--- src/rtl/dest_reg_scoreboard_if.sv ---
// Hazard-unit bundle: EX/ID register numbers in, forwarding selects and write-back port out.
// stall_count is present only when STALL_CNT_EN is defined.
interface dest_reg_scoreboard_if #(
    parameter int REG_ADDR_W = 5
`ifdef STALL_CNT_EN
    , parameter int CNT_W = 32
`endif
);
    logic [REG_ADDR_W-1:0] ex_dest;
    logic                  ex_regwrite;
    logic                  ex_memread;
    logic [REG_ADDR_W-1:0] ex_rs;
    logic [REG_ADDR_W-1:0] ex_rt;
    logic [REG_ADDR_W-1:0] id_rs;
    logic [REG_ADDR_W-1:0] id_rt;
    logic                  id_uses_rs;
    logic                  id_uses_rt;
    logic                  flush;
    logic                  freeze;
    logic                  stall_id;
    logic [1:0]            fwd_a;
    logic [1:0]            fwd_b;
    logic [REG_ADDR_W-1:0] wb_dest;
    logic                  wb_we;
`ifdef STALL_CNT_EN
    logic [CNT_W-1:0]      stall_count;

    modport slave (
        input  ex_dest, ex_regwrite, ex_memread, ex_rs, ex_rt,
        input  id_rs, id_rt, id_uses_rs, id_uses_rt, flush, freeze,
        output stall_id, fwd_a, fwd_b, wb_dest, wb_we, stall_count
    );

    modport master (
        output ex_dest, ex_regwrite, ex_memread, ex_rs, ex_rt,
        output id_rs, id_rt, id_uses_rs, id_uses_rt, flush, freeze,
        input  stall_id, fwd_a, fwd_b, wb_dest, wb_we, stall_count
    );
`else
    modport slave (
        input  ex_dest, ex_regwrite, ex_memread, ex_rs, ex_rt,
        input  id_rs, id_rt, id_uses_rs, id_uses_rt, flush, freeze,
        output stall_id, fwd_a, fwd_b, wb_dest, wb_we
    );

    modport master (
        output ex_dest, ex_regwrite, ex_memread, ex_rs, ex_rt,
        output id_rs, id_rt, id_uses_rs, id_uses_rt, flush, freeze,
        input  stall_id, fwd_a, fwd_b, wb_dest, wb_we
    );
`endif
endinterface

--- src/rtl/dest_reg_scoreboard.sv ---
// Tracks the EX destination register through MEM/WB slots to drive load-use stall, EX forwarding
// and the register-file write port. Define STALL_CNT_EN to add a saturating stall counter.
module dest_reg_scoreboard #(
    parameter int REG_ADDR_W = 5
`ifdef STALL_CNT_EN
    , parameter int CNT_W = 32
`endif
) (
    input logic                  Clk,
    input logic                  Reset_n,
    dest_reg_scoreboard_if.slave bus
);
    logic                  r_memValid;
    logic                  r_memRegwrite;
    logic                  r_memMemread;
    logic [REG_ADDR_W-1:0] r_memDest;
    logic                  r_wbWr;
    logic [REG_ADDR_W-1:0] r_wbDest;

    logic                  w_memWr;
    logic                  w_rsHit;
    logic                  w_rtHit;
    logic                  w_stall;
    logic [1:0]            w_fwdA;
    logic [1:0]            w_fwdB;

    assign w_memWr = r_memValid & r_memRegwrite & (r_memDest != '0);

    // WB keeps the already-qualified write flag so wb_we comes straight off a flop.
    always_ff @(posedge Clk or negedge Reset_n) begin
        if (!Reset_n) begin
            r_memValid    <= 1'b0;
            r_memRegwrite <= 1'b0;
            r_memMemread  <= 1'b0;
            r_memDest     <= '0;
            r_wbWr        <= 1'b0;
            r_wbDest      <= '0;
        end else if (!bus.freeze) begin
            r_memValid    <= ~bus.flush;
            r_memRegwrite <= bus.ex_regwrite;
            r_memMemread  <= bus.ex_memread;
            r_memDest     <= bus.ex_dest;
            r_wbWr        <= w_memWr;
            r_wbDest      <= r_memDest;
        end
    end

    // A load still in MEM has no data yet; the stall guarantees it is consumed from WB.
    always_comb begin
        w_fwdA = 2'b00;
        if (Reset_n) begin
            if (w_memWr && !r_memMemread && (r_memDest == bus.ex_rs))
                w_fwdA = 2'b10;
            else if (r_wbWr && (r_wbDest == bus.ex_rs))
                w_fwdA = 2'b01;
        end
    end

    always_comb begin
        w_fwdB = 2'b00;
        if (Reset_n) begin
            if (w_memWr && !r_memMemread && (r_memDest == bus.ex_rt))
                w_fwdB = 2'b10;
            else if (r_wbWr && (r_wbDest == bus.ex_rt))
                w_fwdB = 2'b01;
        end
    end

    assign w_rsHit = bus.id_uses_rs & (bus.id_rs == bus.ex_dest);
    assign w_rtHit = bus.id_uses_rt & (bus.id_rt == bus.ex_dest);

    // A squashed load cannot cause a stall, so flush masks the hazard.
    assign w_stall = Reset_n & ~bus.flush & bus.ex_regwrite & bus.ex_memread
                   & (bus.ex_dest != '0) & (w_rsHit | w_rtHit);

    assign bus.stall_id = w_stall;
    assign bus.fwd_a    = w_fwdA;
    assign bus.fwd_b    = w_fwdB;
    assign bus.wb_we    = r_wbWr;
    assign bus.wb_dest  = r_wbDest;

`ifdef STALL_CNT_EN
    logic [CNT_W-1:0] r_stallCount;

    always_ff @(posedge Clk or negedge Reset_n) begin
        if (!Reset_n)
            r_stallCount <= '0;
        else if (w_stall && !bus.freeze && (r_stallCount != '1))
            r_stallCount <= r_stallCount + 1'b1;
    end

    assign bus.stall_count = r_stallCount;
`endif
endmodule

--- src/flat_wrapper.sv ---
// flat-port wrapper written by rule: the top's interface ports become plain ports
module dest_reg_scoreboard_flat 
#(
    parameter int REG_ADDR_W = 5

)
  (Clk, Reset_n, bus_ex_dest, bus_ex_regwrite, bus_ex_memread, bus_ex_rs, bus_ex_rt, bus_id_rs, bus_id_rt, bus_id_uses_rs, bus_id_uses_rt, bus_flush, bus_freeze, bus_stall_id, bus_fwd_a, bus_fwd_b, bus_wb_dest, bus_wb_we);
  dest_reg_scoreboard_if #(.REG_ADDR_W(REG_ADDR_W)) bus_i ();
  input logic Clk;
  input logic Reset_n;
  input wire logic [$bits(bus_i.ex_dest)-1:0] bus_ex_dest;
  input wire logic [$bits(bus_i.ex_regwrite)-1:0] bus_ex_regwrite;
  input wire logic [$bits(bus_i.ex_memread)-1:0] bus_ex_memread;
  input wire logic [$bits(bus_i.ex_rs)-1:0] bus_ex_rs;
  input wire logic [$bits(bus_i.ex_rt)-1:0] bus_ex_rt;
  input wire logic [$bits(bus_i.id_rs)-1:0] bus_id_rs;
  input wire logic [$bits(bus_i.id_rt)-1:0] bus_id_rt;
  input wire logic [$bits(bus_i.id_uses_rs)-1:0] bus_id_uses_rs;
  input wire logic [$bits(bus_i.id_uses_rt)-1:0] bus_id_uses_rt;
  input wire logic [$bits(bus_i.flush)-1:0] bus_flush;
  input wire logic [$bits(bus_i.freeze)-1:0] bus_freeze;
  output wire logic [$bits(bus_i.stall_id)-1:0] bus_stall_id;
  output wire logic [$bits(bus_i.fwd_a)-1:0] bus_fwd_a;
  output wire logic [$bits(bus_i.fwd_b)-1:0] bus_fwd_b;
  output wire logic [$bits(bus_i.wb_dest)-1:0] bus_wb_dest;
  output wire logic [$bits(bus_i.wb_we)-1:0] bus_wb_we;
  assign bus_i.ex_dest = bus_ex_dest;
  assign bus_i.ex_regwrite = bus_ex_regwrite;
  assign bus_i.ex_memread = bus_ex_memread;
  assign bus_i.ex_rs = bus_ex_rs;
  assign bus_i.ex_rt = bus_ex_rt;
  assign bus_i.id_rs = bus_id_rs;
  assign bus_i.id_rt = bus_id_rt;
  assign bus_i.id_uses_rs = bus_id_uses_rs;
  assign bus_i.id_uses_rt = bus_id_uses_rt;
  assign bus_i.flush = bus_flush;
  assign bus_i.freeze = bus_freeze;
  assign bus_stall_id = bus_i.stall_id;
  assign bus_fwd_a = bus_i.fwd_a;
  assign bus_fwd_b = bus_i.fwd_b;
  assign bus_wb_dest = bus_i.wb_dest;
  assign bus_wb_we = bus_i.wb_we;
  dest_reg_scoreboard #(.REG_ADDR_W(REG_ADDR_W)) u_core (.Clk(Clk), .Reset_n(Reset_n), .bus(bus_i));
endmodule
--- config.mk ---
export PLATFORM = sky130hd
export DESIGN_NAME = dest_reg_scoreboard_flat
export DESIGN_NICKNAME = d
export VERILOG_FILES = /design/src/rtl/dest_reg_scoreboard_if.sv /design/src/rtl/dest_reg_scoreboard.sv /design/src/flat_wrapper.sv
export SDC_FILE = /design/constraint.sdc
export NUM_CORES = 1
export LEC_CHECK = 0
export ABC_AREA = 1
export CAP_MARGIN = 0
export CORE_MARGIN = 2
export CORE_UTILIZATION = 35
export DETAILED_ROUTE_END_ITERATION = 10
export GPL_ROUTABILITY_DRIVEN = 0
export GPL_TIMING_DRIVEN = 0
export HOLD_SLACK_MARGIN = 0.05
export PLACE_DENSITY = 0.75
export SYNTH_ARGS = -nofsm -noshare
export SYNTH_HDL_FRONTEND = slang
export SYNTH_SLANG_ARGS = --single-unit
--- constraint.sdc ---
create_clock -name Clk -period 2.15 [get_ports Clk]
set_input_delay 0.3225 -clock Clk [delete_from_list [all_inputs] [get_ports Clk]]
set_output_delay 0.3225 -clock Clk [all_outputs]
set_load 0.03 [all_outputs]
==> impl_results.md <==
- Synth Warn #: 0
- WL/cell: 10.3 um
- Reg2reg path depth: 4
- Seq cells post-synth: 14
- Worst setup EP type: primary output
- Postcts setup bufs: 0
- Grt total ovfl: 0
- Root Buffer: clkbuf_4
- Via Count: 1,260
- CTS tree: yes
- Drt pass-1 iters: 4
- Total Wirelength: 2800 um
- I/O pin cnt: 44
- Yosys top cell by area: dfrtp_1
- # port buffers: 42
- Reg clk slew, reported paths: 0.08 ns
- DP HPWL: 2270 um
- CP Data Required Time: 1.83 ns
- DRC viols: 0
- FF-to-FF End: u_core.bus.wb_we$_DFFE_PN0N_
- Cell breakdown of the critical path: clkdlybuf4s50_1 > inv_1 > nand2_1 > nand2_1 > nor2_1 > nand3_1 > nor2_1 > nor2_1 > dlygate4sd2_1
- Fin Hold WS: 0.335 ns
- Unrepaired setup endpoints after global routing: false
- Arr. time, crit path: 1.69 ns
- Hold path depth: 2
- Routed Antenna Nets: 0
- Area Growth Syn to Fin: 44.6%
- Count of filler cells inserted in the layout: 315
- Diode count: 0
- CORE AREA: 3000 um2
- Most Frequent Cell on Critical Path: nor2_1
- Rows: 20
- Sequential cell area fraction in the yosys report: 0.321
- Vias in the first global route: 1,042
- DR iter-0 viols: 70
- Highest clock rate: 496 MHz
- Max-slew headroom: 0.587
- First-pass GRT wire length: 4410 um
- Fin. Hold Viols: 0
- Critical Path Max Stage Delay: 0.51 ns
- Nets: 273
- Worst skew pair latency: 0.27 ns
- Worst-Margin Slew: 0.617 ns
- Syn_nets: 225
- WS Path Type: in -> out
- Setup violators final: 0
- Status: completed
- Die X: 59.8 um
- Post-layout total power: 758 uW
- Die ar.: 3580 um2
- Synth top area share: 0.321
- Syn Area/Cell: 5.68 um2
- Finished Layout Cells: 272
- Synth area leaders: dfrtp_1, nand2_1, inv_1, o21ai_0, nor2_1
- Initial Utilization: 0.363
- Slew Viols, Final: 0
- Num CTS Buffers: 3
- Hold Path Sink: u_core.r_memRegwrite$_DFFE_PN0N_
- Die H: 59.8 um
- Synthesized area: 1090 um2
- Setup TNS: 0 ns
- Gr usage total: 0.161
- Setup WS post-layout: 0.134 ns
- Clk buf depth: 2
- Largest net degree at the start of global routing: 15
- PD cells: 480 nW/um2
- Max rail drop VDD: 0.000220 V
- Max FO, Critical Path: 3
- Critical path's slowest cell: clkdlybuf4s50_1
- Synth cell types: 14
- Placed Instances: 267
- Max_cap viols: 0
- CP startpoint kind: input port
- Syn Inst Count: 192
- Worst Hold Class: in -> reg
- Register area: 350 um2
- H-tree levels: 1
- Min Tclk post-route: 2.02 ns
- Pre-CTS setup slack: -0.802 ns
- Area of the multi-input gates: 594 um2
- Via-to-Cell Ratio: 4.63
- Clk_skew: 0.00505 ns
- Initial antenna violation count: 0
- # clock sinks: 14
- Hold wc startpoint: bus_freeze
- Reg2reg setup slack: 1.15 ns
- Share of layout cells above drive strength 1: 0.0669
- Tcrit/Tclk final: 0.938
- Leakage power: 0.837 nW
- Reg-to-reg startpoint: u_core.r_memDest[1]$_DFFE_PN0N_
## flip-flops by register name, summed over array words and instances (netlist names)
register	cells
u_core.bus.wb_dest	5
u_core.r_memDest	5
u_core.bus.wb_we	1
u_core.r_memMemread	1
u_core.r_memRegwrite	1
u_core.r_memValid	1
## worst max-delay path, delay by kind of cell
family                 cells  cell delay, ns
buffers and inverters      3            0.91
AND/OR/NAND/NOR            6            0.46
## through the flow
step | utilization | area, um2
2_1_floorplan | - | 1090
3_5_place_dp | 0.517 | 1550
4_1_cts | 0.531 | 1590
3_3_place_gp | 0.517 | 1550
6_report | 0.525 | 1580
5_1_grt | 0.525 | 1580
## cells in the mapped netlist (all sizes together)
cell type,n
nand3,9
o22ai,2
nor3,5
nand2,73
dfrtp,14
nand4,1
nor2,25
a21oi,4
o21ai,19
xnor2,2
inv,35
buf,3
## area by class of cell
cell class                 instances  area share
buffer                             3     0.00952
clock buffer                       4      0.0230
inverter                          35      0.0833
multi-input combinational        140       0.377
sequential                        14       0.222
tap                               33      0.0262
timing repair buffer              43       0.259
## how the worst max path moves through the flow
stage                                           start  cells after the start  slack (ns)           end
CTS                                    bus_ex_dest[3]                      8        0.01  bus_stall_id
global placement                              Reset_n                      6       -0.81  bus_stall_id
global route                           bus_ex_dest[3]                      8        0.02  bus_stall_id
floorplan           u_core.bus.wb_dest[2]$_DFFE_PN0N_                      6        0.47  bus_fwd_b[0]
finish                                   bus_ex_rt[0]                      9        0.13  bus_fwd_b[0]
detailed placement                            Reset_n                      6       -0.80  bus_stall_id
## cell usage in the layout (no fill, tap or decap)
cell type | synthesis | layout
nor3_1 | 5 | 5
dlygate4sd2_1 | 0 | 1
clkbuf_4 | 0 | 3
buf_2 | 3 | 3
inv_1 | 32 | 32
nand3_2 | 1 | 1
nand3_1 | 8 | 8
clkbuf_8 | 0 | 1
o22ai_1 | 2 | 2
clkbuf_2 | 0 | 4
dfrtp_1 | 14 | 14
clkdlybuf4s50_1 | 0 | 36
nand2_1 | 73 | 73
o21ai_0 | 19 | 19
nor2_1 | 25 | 25
xnor2_1 | 2 | 2
nand4_1 | 1 | 1
inv_2 | 3 | 3
dlygate4sd3_1 | 0 | 1
clkdlybuf4s18_2 | 0 | 1
a21oi_1 | 4 | 4
## routing by layer
layer	vias up	GRT usage	routed length, um
met4	0	0.0667	27
met3	2	0.0108	181
li1	685	-	-
met5	-	0	0
met1	521	0.208	1280
met2	52	0.276	1310
## kinds of logic after synthesis
| logic type | synth area share |
|---|---|
| AND/OR/NAND/NOR | 0.412 |
| buffers and inverters | 0.134 |
| flip-flops | 0.321 |
| XOR/XNOR | 0.0161 |
| AO/OA/AOI/OAI | 0.117 |
## where the power goes
part | switching, mW | leakage [nW] | internal, mW | total, mW
combinational | 0.137 | 0.643 | 0.122 | 0.259
clock | 0.0809 | 0.0210 | 0.103 | 0.184
sequential | 0.0269 | 0.172 | 0.289 | 0.315
total | 0.244 | 0.837 | 0.513 | 0.758
## what timing repair did
| item | in CTS | in global routing |
|---|---|---|
| gates cloned | 0 | 0 |
| hold endpoints to repair | 14 | 0 |
| resized for setup | 10 | 9 |
| hold buffers | 1 | 0 |
| endpoints found under the setup margin | 5 | 4 |
Power figures use the tool's default switching activity.
